==> config.mk <==
export PLATFORM = sky130hd
export DESIGN_NAME = priority_encoder
export DESIGN_NICKNAME = d
export VERILOG_FILES = /design/src/rtl/priority_encoder.sv
export SDC_FILE = /design/constraint.sdc
export NUM_CORES = 1
export LEC_CHECK = 0
export ABC_AREA = 1
export CAP_MARGIN = 20
export CORE_AREA = 8 8 45 47
export DETAILED_ROUTE_END_ITERATION = 7
export DIE_AREA = 0 0 53 55
export HOLD_SLACK_MARGIN = 0.12
export PLACE_DENSITY = 0.3
export SLEW_MARGIN = 20
export SYNTH_ARGS = -nofsm -noshare
export SYNTH_HDL_FRONTEND = slang
export SYNTH_SLANG_ARGS = --single-unit
==> constraint.sdc <==
create_clock -name clk -period 1.4 [get_ports clk]
set_clock_uncertainty 0.1 [all_clocks]
set_input_delay 0.21 -clock clk [delete_from_list [all_inputs] [get_ports clk]]
set_output_delay 0.21 -clock clk [all_outputs]
set_load 0.1 [all_outputs]
==> src/rtl/priority_encoder.sv <==
// Registered fixed-priority interrupt encoder: reports the lowest-numbered active
// request line and an any-pending flag, one clock after sampling.
module priority_encoder #(
   parameter  int unsigned WIDTH = 4,
   localparam int unsigned IDX_W = $clog2(WIDTH)
) (
   input  logic             clk,
   input  logic             rst_n,
   input  logic [WIDTH-1:0] interrupts,
   output logic [IDX_W-1:0] y,
   output logic             IRQ
);

   logic [IDX_W-1:0] w_idx;
   logic             w_any;
   logic [IDX_W-1:0] r_y;
   logic             r_irq;

   // Walk from the lowest-priority line upward so the lowest set index is the last one written.
   always_comb begin
      w_idx = '0;
      for (int i = int'(WIDTH) - 1; i >= 0; i--) begin
         if (interrupts[i]) begin
            w_idx = IDX_W'(i);
         end
      end
      w_any = |interrupts;
   end

   always_ff @(posedge clk or negedge rst_n) begin
      if (!rst_n) begin
         r_y   <= '0;
         r_irq <= 1'b0;
      end else begin
         r_y   <= w_idx;
         r_irq <= w_any;
      end
   end

   assign y   = r_y;
   assign IRQ = r_irq;

endmodule

# Word-level counts from Yosys, hierarchy flattened
# Index checks and enable logic that the tools add are counted.
[word_totals]
reg_bits = 3
latch_bits = 0
ram_bits = 0
rom_bits = 0
inputBits = 6
out_inout_bits = 3
elab_cells = 7
memories = 0
[op_classes]
addsub = 0
mul = 0
div_mod_pow = 0
n_lt_le_gt_ge = 0
n_eq_ne = 0
shifts = 0
mux = 4
n_bitwise = 0
n_reduce_logical = 1
[ops]
columns = ["operator", "n"]
rows = [
  ["$mux W2", 4],
  ["$reduce_or A4 Y1", 1],
]

# Depth between registers and ports, before layout
[depth]
depth_word = 4
mapped_depth = 3
ltp_nobuf = 3

# Worst setup path after synthesis
# No wires, ideal clock.
[synth_timing]
kind = "reg2out"
startpoint = "reg r_irq (netlist: IRQ)"
endpoint = "out IRQ"
arrival_time_ns = 0.883
slack_ns = 0.207
path_stages_with_launch = 1
cell_sequence = "dfrtp_1"
[synth_lines]
columns = ["item", "line_no", "source"]
rows = [
  ["start: declaration", "17", "logic r_irq;"],
  ["start signal: assignment", "36", "r_irq <= w_any;"],
  ["end: declaration", "11", "output logic IRQ"],
]
# No word-level cell between the ends.

# Worst setup path after layout
[layout_timing]
startpoint = "reg r_irq (netlist: IRQ)"
endpoint = "out IRQ"
# No word-level cell between the ends.

==> flow_results.xml <==
<?xml version="1.0" encoding="UTF-8"?>
<metrics>
  <group name="status">
    <metric name="run_status" unit="">finished, final reports clean</metric>
  </group>
  <group name="route">
    <metric name="drtAntennaViolNets" unit="">0</metric>
    <metric name="dr.pass1.iters" unit="">1</metric>
    <metric name="dr_total_vias" unit="">119</metric>
    <metric name="wl_per_cell" unit="um">7.41</metric>
    <metric name="drt_wl_total" unit="um">304</metric>
    <metric name="drcViolationCount" unit="">0</metric>
    <metric name="drt-initial-drc-count" unit="">0</metric>
    <metric name="routed_via_density" unit="">2.90</metric>
  </group>
  <group name="finish">
    <metric name="finalNetCount" unit="">32</metric>
    <metric name="layout.cells.non_filler" unit="">41</metric>
    <metric name="utilization" unit="%">21.0</metric>
    <metric name="antenna_cells" unit="">0</metric>
    <metric name="post_route_cells_drive_above_1_share" unit="%">40.0</metric>
    <metric name="fillerInstances" unit="">141</metric>
    <metric name="areaGrowthSynthToFinish" unit="%">134</metric>
    <metric name="postLayoutCellArea" unit="um2">290</metric>
  </group>
  <group name="floorplanning">
    <metric name="floorplan.core_area" unit="um2">1380</metric>
    <metric name="starting_density" unit="%">8.95</metric>
    <metric name="chip_height" unit="um">55</metric>
    <metric name="fp-row-count" unit="">14</metric>
    <metric name="boundaryPins" unit="">9</metric>
    <metric name="die_width" unit="um">53</metric>
    <metric name="die-area" unit="um2">2920</metric>
  </group>
  <group name="sta">
    <metric name="max_slew.worst_pin.slew" unit="ns">0.130</metric>
    <metric name="timing_hold_violations_final" unit="">0</metric>
    <metric name="final.hold.worst_slack" unit="ns">0.454</metric>
    <metric name="layout_worst_path_cycle_share" unit="%">78.8</metric>
    <metric name="timing.final.max_slew_violations" unit="">0</metric>
    <metric name="relSlewSlack" unit="%">91.3</metric>
    <metric name="setup_viol" unit="">0</metric>
    <metric name="worst_path_setup_slack_after_routing" unit="ns">0.297</metric>
    <metric name="layout_min_cycle_time" unit="ns">1.10</metric>
    <metric name="grt_setup_unrepaired" unit="">no</metric>
    <metric name="sum_neg_setup_slack" unit="ns">0</metric>
    <metric name="fmaxAchievable" unit="GHz">0.906</metric>
  </group>
  <group name="clock_network">
    <metric name="clock-root-buffer" unit="">sky130_fd_sc_hd__clkbuf_4</metric>
    <metric name="post_cts_resize_count" unit="">0</metric>
    <metric name="postCtsSetupRepairBufs" unit="">0</metric>
    <metric name="htree_levels" unit="">1</metric>
    <metric name="cts_buffers" unit="">3</metric>
    <metric name="tritoncts" unit="">done</metric>
    <metric name="clkTransAtPathRegs" unit="ns">0.04</metric>
    <metric name="numClockSinks" unit="">3</metric>
    <metric name="maximum_clock_path_buffer_count" unit="">2</metric>
  </group>
  <group name="worst_setup_path">
    <metric name="start_kind" unit="">register</metric>
    <metric name="critPathTopFamily" unit="">flip-flops</metric>
    <metric name="critical_path_cell_list" unit="">buf_12</metric>
    <metric name="required" unit="ns">1.09</metric>
    <metric name="crit_path_end_kind" unit="">primary output</metric>
    <metric name="timing_worst_setup_path_type" unit="">register to primary output</metric>
    <metric name="critical_path.max_stage_delay" unit="ns">0.39</metric>
    <metric name="critical-path-slowest-cell" unit="">sky130_fd_sc_hd__dfrtp_1</metric>
    <metric name="path_buf_inv" unit="">1</metric>
    <metric name="critPathArrivalTime" unit="ns">0.79</metric>
    <metric name="cp_max_fo" unit="">1</metric>
  </group>
  <group name="synth">
    <metric name="synth_most_common_cell" unit="">sky130_fd_sc_hd__dfrtp_1</metric>
    <metric name="cells_after_synthesis" unit="">12</metric>
    <metric name="synth.ff_latch_count" unit="">3</metric>
    <metric name="synth.top_cells.by_count" unit="">sky130_fd_sc_hd__dfrtp_1, sky130_fd_sc_hd__a21oi_2, sky130_fd_sc_hd__inv_1, sky130_fd_sc_hd__nand2_1</metric>
    <metric name="cell_area_after_synthesis" unit="um2">124</metric>
    <metric name="async_reset_ff_share" unit="%">100</metric>
    <metric name="synth_largest_area_cell" unit="">sky130_fd_sc_hd__dfrtp_1</metric>
    <metric name="ys_top_cells_by_area" unit="">sky130_fd_sc_hd__dfrtp_1, sky130_fd_sc_hd__a21oi_2, sky130_fd_sc_hd__inv_1</metric>
    <metric name="synthesis.yosys.warnings" unit="">0</metric>
    <metric name="synth_sequential_area_ratio" unit="%">60.6</metric>
    <metric name="syn_nets" unit="">18</metric>
    <metric name="synth_area_per_cell" unit="um2">10.3</metric>
    <metric name="post_synth_num_cell_types" unit="">7</metric>
    <metric name="synth-edff-count" unit="">0</metric>
    <metric name="post-synth-top-area-fraction" unit="%">60.6</metric>
    <metric name="synth_ff_type" unit="">sky130_fd_sc_hd__dfrtp_1</metric>
  </group>
  <group name="global_route">
    <metric name="via_count_of_the_first_global_routing_pass" unit="">158</metric>
    <metric name="track_usage" unit="%">2.79</metric>
    <metric name="global_route_wire_length_before_repair" unit="um">517</metric>
    <metric name="maximum_number_of_pins_on_one_net_before_global_route_repair" unit="">4</metric>
    <metric name="antenna_found_initial" unit="">0</metric>
    <metric name="overflow" unit="">0</metric>
  </group>
  <group name="placement">
    <metric name="postPlaceCellArea" unit="um2">254</metric>
    <metric name="pre_cts_slack" unit="ns">0.306</metric>
    <metric name="buffer_ports.inserted" unit="">8</metric>
    <metric name="dp.cells" unit="">36</metric>
    <metric name="place_congestion" unit="">0.570</metric>
  </group>
  <group name="run">
    <metric name="cap_viol_max_count" unit="">0</metric>
  </group>
  <group name="pwr">
    <metric name="total_power" unit="uW">323</metric>
    <metric name="pwr_density_cell" unit="nW/um2">1110</metric>
    <metric name="p_leak" unit="nW">0.129</metric>
    <metric name="ir_worst_vdd" unit="uV">243</metric>
  </group>
  <group name="worst_hold_path">
    <metric name="min-delay-path-class" unit="">input port to register</metric>
  </group>
</metrics>
-- report_power, final --
| part | switching (mW) | internal, mW | total, mW |
|---|---|---|---|
| sequential | 0.00333 | 0.0913 | 0.0947 |
| clock | 0.0442 | 0.107 | 0.151 |
| combinational | 0.0441 | 0.0336 | 0.0777 |
| total | 0.0916 | 0.232 | 0.323 |
-- sequential cells by signal, summed over array words and instances (netlist names) --
register,flops
y,2
IRQ,1
-- kinds of logic after synthesis --
family	after synthesis	synth area share, %
buffers and inverters	4	14.1
flip-flops	3	60.6
AND/OR/NAND/NOR	3	11.1
AO/OA/AOI/OAI	2	14.1
-- worst paths after layout --
check	start	end	slack [ns]	depth (start not counted)
hold / removal	interrupts[0]	y[0]	0.45	2
max in group asynchronous	rst_n	y[0]	0.46	2
min in group asynchronous	rst_n	IRQ	0.60	2
setup / recovery	IRQ	IRQ	0.30	1
-- final cells by class --
type,count,area (um2),area share (%)
Timing Repair Buffer,9,120,41.4
Sequential cell,3,75.1,25.9
Multi-Input combinational cell,5,31.3,10.8
Clock buffer,4,26.3,9.05
Tap cell,16,20.0,6.90
Inverter,4,17.5,6.03
-- repair_timing --
| item | CTS | global route |
|---|---|---|
| hold endpoints to repair | 3 | 0 |
| hold buffers | 1 | 0 |
| setup endpoints to repair | 0 | 0 |
-- layer usage --
metal / vias up / part of all wire [%] / track usage, %
li1: 61 / - / -
met1: 49 / 39 / 2.44
met2: 9 / 36 / 2.93
met3: 0 / 25 / 2.94
met4: 0 / 0 / 3.88
met5: - / 0 / 0
-- layout by cell type (no fill, tap or decap) --
cell / netlist / routed
sky130_fd_sc_hd__clkdlybuf4s50_1: 0 / 5
sky130_fd_sc_hd__a21oi_2: 2 / 2
sky130_fd_sc_hd__clkbuf_1: 0 / 1
sky130_fd_sc_hd__clkbuf_4: 0 / 3
sky130_fd_sc_hd__inv_2: 1 / 1
sky130_fd_sc_hd__nand4_1: 1 / 1
sky130_fd_sc_hd__dfrtp_1: 3 / 3
sky130_fd_sc_hd__inv_4: 1 / 1
sky130_fd_sc_hd__buf_12: 0 / 3
sky130_fd_sc_hd__inv_1: 2 / 2
sky130_fd_sc_hd__dlygate4sd3_1: 0 / 1
sky130_fd_sc_hd__nand2_1: 2 / 2
Note: power is estimated with default switching activity, not from simulation.
